[config.mk]
export PLATFORM = sky130hd
export DESIGN_NAME = operand_capture
export DESIGN_NICKNAME = d
export VERILOG_FILES = /design/src/rtl/alu_pkg.sv /design/src/rtl/operand_capture_debouncer.sv /design/src/rtl/operand_capture.sv
export SDC_FILE = /design/constraint.sdc
export NUM_CORES = 1
export LEC_CHECK = 0
export ABC_AREA = 1
export CORE_MARGIN = 2
export CORE_UTILIZATION = 58
export CTS_CLUSTER_SIZE = 24
export DETAILED_ROUTE_END_ITERATION = 12
export PLACE_DENSITY = 0.94
export SKIP_CTS_REPAIR_TIMING = 1
export SLEW_MARGIN = 30
export SYNTH_ARGS = -nofsm -noshare
export SYNTH_HDL_FRONTEND = slang
export SYNTH_SLANG_ARGS = --single-unit
[constraint.sdc]
create_clock -name clk_i -period 3.4 [get_ports clk_i]
set_clock_uncertainty 0.05 [all_clocks]
set_input_delay 0.34 -clock clk_i [delete_from_list [all_inputs] [get_ports clk_i]]
set_output_delay 0.34 -clock clk_i [all_outputs]
set_load 0.05 [all_outputs]
[src/rtl/alu_pkg.sv]
// Shared ALU-side constants: operand/opcode widths, opcode encodings, debounce default.
// Imported by the input-conditioning stage and the ALU so that both agree on encodings.
package alu_pkg;

    localparam int DATA_W              = 4;
    localparam int OP_W                = 4;
    localparam int CAP_CNT_W           = 4;
    localparam int DEBOUNCE_CYCLES_DEF = 500000;   // 10 ms at 50 MHz

    localparam logic [OP_W-1:0] OP_ADD = 4'h0;
    localparam logic [OP_W-1:0] OP_SUB = 4'h1;
    localparam logic [OP_W-1:0] OP_AND = 4'h2;
    localparam logic [OP_W-1:0] OP_OR  = 4'h3;
    localparam logic [OP_W-1:0] OP_XOR = 4'h4;
    localparam logic [OP_W-1:0] OP_NOT = 4'h5;
    localparam logic [OP_W-1:0] OP_SHL = 4'h6;
    localparam logic [OP_W-1:0] OP_SHR = 4'h7;

endpackage

[src/rtl/operand_capture_debouncer.sv]
// One-bit debouncer: 2-flop synchronizer, run-length counter, stable level, rising-edge pulse.
// Latency: stable follows a clean raw change after 2 + DEBOUNCE_CYCLES clocks; no backpressure.
module debouncer #(
    parameter int DEBOUNCE_CYCLES = alu_pkg::DEBOUNCE_CYCLES_DEF
) (
    input  logic clk_i,
    input  logic rst_i,
    input  logic raw_i,
    output logic stable_o,
    output logic rise_pulse_o
);
    import alu_pkg::*;

    localparam int CNT_W = $clog2(DEBOUNCE_CYCLES);
    localparam logic [CNT_W-1:0] CNT_LAST = CNT_W'(DEBOUNCE_CYCLES - 1);

    logic             meta_q;
    logic             sync_q;
    logic             stable_q;
    logic             stable_prev_q;
    logic [CNT_W-1:0] cnt_q;

    always_ff @(posedge clk_i or posedge rst_i) begin
        if (rst_i) begin
            meta_q <= 1'b0;
            sync_q <= 1'b0;
        end else begin
            meta_q <= raw_i;
            sync_q <= meta_q;
        end
    end

    // Any clock where the synced level agrees with stable restarts the run,
    // so only an unbroken run of DEBOUNCE_CYCLES differing clocks flips stable.
    always_ff @(posedge clk_i or posedge rst_i) begin
        if (rst_i) begin
            cnt_q    <= '0;
            stable_q <= 1'b0;
        end else if (sync_q == stable_q) begin
            cnt_q <= '0;
        end else if (cnt_q == CNT_LAST) begin
            cnt_q    <= '0;
            stable_q <= sync_q;
        end else begin
            cnt_q <= cnt_q + CNT_W'(1);
        end
    end

    always_ff @(posedge clk_i or posedge rst_i) begin
        if (rst_i) begin
            stable_prev_q <= 1'b0;
        end else begin
            stable_prev_q <= stable_q;
        end
    end

    assign stable_o     = stable_q;
    assign rise_pulse_o = stable_q & ~stable_prev_q;

endmodule

[src/rtl/operand_capture.sv]
// Conditions board switches and a load button into registered a/b/op for the ALU, live or latched.
// Latency: switch->output 3 clocks, button->load_o 3 + DEBOUNCE_CYCLES clocks; no backpressure.
module operand_capture #(
    parameter int DATA_W          = alu_pkg::DATA_W,
    parameter int OP_W            = alu_pkg::OP_W,
    parameter int DEBOUNCE_CYCLES = alu_pkg::DEBOUNCE_CYCLES_DEF
) (
    input  logic                           clk_i,
    input  logic                           rst_i,
    input  logic [DATA_W-1:0]              sw_a_i,
    input  logic [DATA_W-1:0]              sw_b_i,
    input  logic [OP_W-1:0]                sw_op_i,
    input  logic                           mode_i,
    input  logic                           btn_load_i,
    output logic [DATA_W-1:0]              a_o,
    output logic [DATA_W-1:0]              b_o,
    output logic [OP_W-1:0]                op_o,
    output logic                           load_o,
    output logic [alu_pkg::CAP_CNT_W-1:0]  cap_count_o
);
    import alu_pkg::*;

    localparam int SW_W = 2 * DATA_W + OP_W + 1;

    logic [SW_W-1:0]      sw_raw;
    logic [SW_W-1:0]      sw_meta_q;
    logic [SW_W-1:0]      sw_sync_q;
    logic [DATA_W-1:0]    a_sync;
    logic [DATA_W-1:0]    b_sync;
    logic [OP_W-1:0]      op_sync;
    logic                 mode_sync;
    logic                 btn_stable;
    logic                 press;
    logic [CAP_CNT_W-1:0] cap_count_q;

    assign sw_raw = {mode_i, sw_op_i, sw_b_i, sw_a_i};

    always_ff @(posedge clk_i or posedge rst_i) begin
        if (rst_i) begin
            sw_meta_q <= '0;
            sw_sync_q <= '0;
        end else begin
            sw_meta_q <= sw_raw;
            sw_sync_q <= sw_meta_q;
        end
    end

    assign {mode_sync, op_sync, b_sync, a_sync} = sw_sync_q;

    debouncer #(
        .DEBOUNCE_CYCLES (DEBOUNCE_CYCLES)
    ) u_btn_load (
        .clk_i        (clk_i),
        .rst_i        (rst_i),
        .raw_i        (btn_load_i),
        .stable_o     (btn_stable),
        .rise_pulse_o (press)
    );

    // A press always reloads, so in live mode it is indistinguishable from tracking
    // except for the load pulse and the counter bump.
    always_ff @(posedge clk_i or posedge rst_i) begin
        if (rst_i) begin
            a_o         <= '0;
            b_o         <= '0;
            op_o        <= '0;
            load_o      <= 1'b0;
            cap_count_q <= '0;
        end else begin
            load_o <= press;
            if (press) begin
                cap_count_q <= cap_count_q + CAP_CNT_W'(1);
            end
            if (!mode_sync || press) begin
                a_o  <= a_sync;
                b_o  <= b_sync;
                op_o <= op_sync;
            end
        end
    end

    assign cap_count_o = cap_count_q;

    // The released level is only needed for the edge detect inside the debouncer.
    logic unused_stable;
    assign unused_stable = btn_stable;

endmodule

## Yosys cells after proc, flatten, opt, wreduce, memory -nomap -nowiden

Index checks and enable logic that the tools add are counted.

- Add/sub/neg operators: 2
- Mux-type cells: 2
- Reductions and logical operators: 3
- Bitwise logic cells: 3
- Equality and inequality tests: 2

Operators with widths:

| kind | count |
|---|---|
| $mux W19 | 2 |
| $add A19 B1 Y19 const B | 1 |
| $eq A19 B19 Y1 const B | 1 |
| $add A4 B1 Y4 const B | 1 |
| $not A1 Y1 | 2 |
| $reduce_and A2 Y1 | 1 |
| $and A1 B1 Y1 | 1 |
| $eq A1 B1 Y1 | 1 |
| $logic_not A1 Y1 | 1 |
| $logic_or A1 B1 Y1 | 1 |

- Register bits after elaboration: 66
- Output and inout port bits: 17
- Bits of input ports: 16

## Logic depth before layout (Yosys ltp)

- Word-level depth: 3
- Mapped depth: 9

## Hierarchy

Synthesis repeated with hierarchy kept, for this count alone.

- Cells, all modules: 253
- Area total of the unflattened synthesis: 2627.5 µm²

Modules (own cells, without submodules):

| module | area an instance (µm²) | cells each | instances |
|---|---|---|---|
| operand_capture | 1362.6 | 100 | 1 |
| debouncer | 1265.0 | 153 | 1 |

## Worst setup path after synthesis

No wires, ideal clock.

- Kind: register -> register
- From: reg u_btn_load.stable_q, in the netlist u_btn_load.stable_o
- To: reg a_o[0]
- Required time: 3.225 ns
- Period minus slack after synthesis: 1.294 ns
- Data arrival time: 1.119 ns
- Slack: 2.106 ns
- Stages on the path, launching flop included: 7
- Cells stage by stage: dfrtp_1 > inv_2 > nor2_4 > inv_2 > nand2_4 > buf_12 > mux2_4

- Longest elaborated chain between the ends: 2

Ends and longest elaborated chain:

| element | RTL line | source |
|---|---|---|
| start, declared | operand_capture_debouncer.sv:19 | `logic stable_q;` |
| start signal, assigned | operand_capture_debouncer.sv:43 | `stable_q <= sync_q;` |
| $and A1 B1 Y1 | operand_capture_debouncer.sv:58 | `assign rise_pulse_o = stable_q & ~stable_prev_q;` |
| via press | operand_capture.sv:33 | `logic press;` |
| $logic_or A1 B1 Y1 | operand_capture.sv:74 | `if (!mode_sync \|\| press) begin` |
| end signal, assigned | operand_capture.sv:75 | `a_o <= a_sync;` |
| end, declared | operand_capture.sv:15 | `output logic [DATA_W-1:0] a_o,` |

The timed path passes the listed nets, and every way through them passes these cells.
A chain may end at the register's enable or synchronous reset.

## Worst setup path after layout

- From: reg cap_count_q[0], in the netlist cap_count_o[0]
- To: out cap_count_o[0] (netlist bit)

RTL lines:

| element | RTL line | source |
|---|---|---|
| start, declared | operand_capture.sv:34 | `logic [CAP_CNT_W-1:0] cap_count_q;` |
| start signal, assigned | operand_capture.sv:72 | `cap_count_q <= cap_count_q + CAP_CNT_W'(1);` |
| end, declared | operand_capture.sv:19 | `output logic [alu_pkg::CAP_CNT_W-1:0] cap_count_o` |

No word-level cell between the ends.

==> reports/results.tsv <==
stage	metric	value	unit
worst_setup_path	crit_type	reg -> out	
cells_and_area	layout-drive-gt1-share	0.141	
job	maxCapViolCount	0	
cells_and_area	fin_nets	298	
sta	rsz0062_at_grt	false	
grt	antenna_found_initial	0	
synth	avgSynthCellArea	11.0	µm²
drt	vias	1716	
drt	drt-pass1-iter-count	4	
placed_design	gp_congestion	0.846	
worst_setup_path	arrival	1.58	ns
clocking	cts-root-buf	clkbuf_8	
drt	vias_per_cell	5.12	
worst_setup_path	endpoint_kind	output pin	
floorplanning	start_util	0.602	
sta	clock.fmax	507	MHz
drt	drc	0	
worst_setup_path	cpMaxStageDelayCell	clkdlybuf4s50_1	
drt	drt_wl_total	4810	µm
worst_setup_path	slowest_delay	0.83	ns
worst_setup_path	cpLargestDelayFamily	buffers and inverters	
clocking	path_clk_slew	0.07	ns
floorplanning	core	4350	µm²
worst_setup_path	start_kind	flop	
clocking	ctsHtreeMaxLevel	3	
drt	drtIter0Drc	136	
sta	drv_slew	0	
synth	yosys_warnings	0	
cells_and_area	synthToLayoutAreaGrowth	21.2	%
synth	yosysUniqueCellTypes	26	
min_path	whs_path_depth	0	
drt	wl_per_cell	14.4	µm
worst_setup_path	r2r-end	u_btn_load.cnt_q[18]$_DFF_PP0_	
clocking	insertion_delay	0.33	ns
sta	max_slew_margin	0.648	
synth	ys_seq_elements	66	
sta	fin_crit	1.97	ns
worst_setup_path	path_cells	clkdlybuf4s50_1	
clocking	cts_sinks	66	
worst_setup_path	crit_end	cap_count_o[0]	
grt	grt_usage	0.217	
worst_setup_path	worst-path-buf-inv	1	
worst_setup_path	cp.depth	1	
pwr	power.leakage	1.45	nW
grt	grt_overflow	0	
worst_setup_path	r2r_cells	8	
clocking	cts_tree	done	
synth	yosysSeqAreaShare	0.630	
clocking	cts_buffers	9	
cells_and_area	fillCellCount	300	
worst_setup_path	r2r_slack	1.92	ns
sta	setup_viol	0	
synth	synth_area	2620	µm²
sta	fin_tns_setup	0	ns
floorplanning	num_rows	24	
pwr	p_per_area	512	nW/µm²
grt	grt_pass1_vias	1695	
floorplanning	die-area	5070	µm²
worst_setup_path	rr_startpoint	u_btn_load.cnt_q[0]$_DFF_PP0_	
worst_setup_path	crit_fanout	4	
grt	grt_start_max_net_pins	28	
placed_design	io_buffers	32	
sta	hold_viol	0	
placed_design	post-place-ws	1.78	ns
synth	synth_nets	256	
synth	postSynthCellCount	238	
status	outcome	finished, final reports clean	
placed_design	dpl.hpwl	3410	µm
floorplanning	io_pins	33	
placed_design	dp_cells	321	
pwr	ir_drop	296	µV
cells_and_area	instances_no_fill	335	
min_path	holdCritPathClass	reg -> reg	
grt	grt_pass1_wl	8210	µm
floorplanning	die_x	71.2	µm
cells_and_area	antenna_cells	0	
cells_and_area	fin_util	0.730	
worst_setup_path	critPathLaunch	cap_count_o[0]$_DFFE_PP0P_	
drt	ant_nets	0	
sta	setup_slack	1.43	ns
sta	fin_crit_sh	0.580	
clocking	clock_path_buffers	2	
floorplanning	die_h	71.2	µm
sta	hold_slack	0.297	ns
worst_setup_path	cp.required	3.01	ns
sta	tightest_slew	0.526	ns
[layout make-up]
class | instances | area [µm²] | share of cell area
Inverter | 21 | 78.8 | 0.0248
Clock buffer | 12 | 155 | 0.0488
Timing Repair Buffer | 34 | 335 | 0.106
Clock inverter | 2 | 37.5 | 0.0118
Sequential cell | 66 | 1650 | 0.520
Tap cell | 52 | 65.1 | 0.0205
Multi-Input combinational cell | 148 | 855 | 0.269
[routing by layer]
metal / vias to the layer above / track usage / wire length, µm
li1: 830 / - / -
met1: 825 / 0.283 / 2060
met2: 58 / 0.350 / 2480
met3: 3 / 0.0759 / 261
met4: 0 / 0.0566 / 9
met5: - / 0 / 0
[state kept, by name (all words and copies together) (netlist names)]
| signal | cells |
|---|---|
| cap_count_o | 4 |
| sw_meta_q | 13 |
| b_o | 4 |
| u_btn_load.sync_q | 1 |
| load_o | 1 |
| op_o | 4 |
| u_btn_load.meta_q | 1 |
| u_btn_load.stable_prev_q | 1 |
| u_btn_load.stable_o | 1 |
| u_btn_load.cnt_q | 19 |
| a_o | 4 |
| sw_sync_q | 13 |
[cells by family (layout without fill, tap and decap cells)]
logic type	after synthesis	count (layout)	share of synthesized area
XOR/XNOR	13	13	0.0434
AND/OR/NAND/NOR	115	115	0.193
buffers and inverters	24	69	0.0439
adder cells (fa/ha/maj)	2	2	0.00955
flip-flops	66	66	0.630
multiplexers	12	12	0.0659
AO/OA/AOI/OAI	6	6	0.0138
[metrics by stage]
| stage | instance area [µm²] | power (W) |
|---|---|---|
| floorplan | 2620 | 0.000947 |
| global placement | 2990 | 0.000999 |
| detailed placement | 2990 | 0.00101 |
| CTS | 3180 | 0.00165 |
| global route | 3180 | 0.00169 |
| finish | 3180 | 0.00163 |
[worst min path at each step]
stage                                     start                           to  slack [ns]
floorplan                sw_meta_q[0]$_DFF_PP0_       sw_sync_q[0]$_DFF_PP0_        0.28
global placement         sw_meta_q[3]$_DFF_PP0_       sw_sync_q[3]$_DFF_PP0_        0.28
detailed placement       sw_meta_q[9]$_DFF_PP0_       sw_sync_q[9]$_DFF_PP0_        0.28
CTS                     sw_meta_q[12]$_DFF_PP0_      sw_sync_q[12]$_DFF_PP0_        0.30
global route        u_btn_load.meta_q$_DFF_PP0_  u_btn_load.sync_q$_DFF_PP0_        0.30
finish                  sw_meta_q[12]$_DFF_PP0_      sw_sync_q[12]$_DFF_PP0_        0.30
[layout by cell type (no fill, tap or decap), types with 2 or more instances in the layout]
cell type,Yosys,layout
mux2_2,2,2
o21bai_1,2,2
nor2_2,3,3
clkdlybuf4s50_1,0,32
buf_4,0,2
mux2_4,10,10
nand4_1,3,3
nand2_2,3,3
clkbuf_8,0,11
dfrtp_1,66,66
nand3_1,15,15
xor2_1,10,10
nor3b_1,2,2
nand2_1,38,38
inv_2,3,4
nor2_1,46,46
xnor2_1,3,3
a21oi_1,2,2
ha_1,2,2
nor2_4,2,2
inv_1,18,17
[where the power goes]
part           leakage (nW)  switching, W  internal [W]
registers             0.827     0.0000177      0.000819
logic                 0.528     0.0000906     0.0000637
clock network        0.0946      0.000265      0.000371
total                  1.45      0.000373       0.00125
[cell usage after synthesis]
library cell  instances  area, µm²
nand4_1               3       18.8
xnor2_1               3       26.3
dfrtp_1              66       1650
nor3b_1               2       15.0
nor2_2                3       18.8
o21bai_1              2       15.0
nand3_1              15       75.1
a21oi_1               2       10.0
nand2_2               3       18.8
buf_12                1       20.0
ha_1                  2       25.0
nand2_1              38        143
mux2_2                2       22.5
xor2_1               10       87.6
mux2_4               10        150
o21ai_0               1       5.00
inv_2                 3       11.3
and2_1                1       6.26
nor2_1               46        173
buf_6                 1       11.3
buf_2                 1       5.00
nor2_4                2       22.5
inv_1                18       67.6
nor3_1                1       5.00
nand2_4               1       11.3
a31oi_1               1       6.26
No activity file was read; power rests on OpenSTA's default activity.
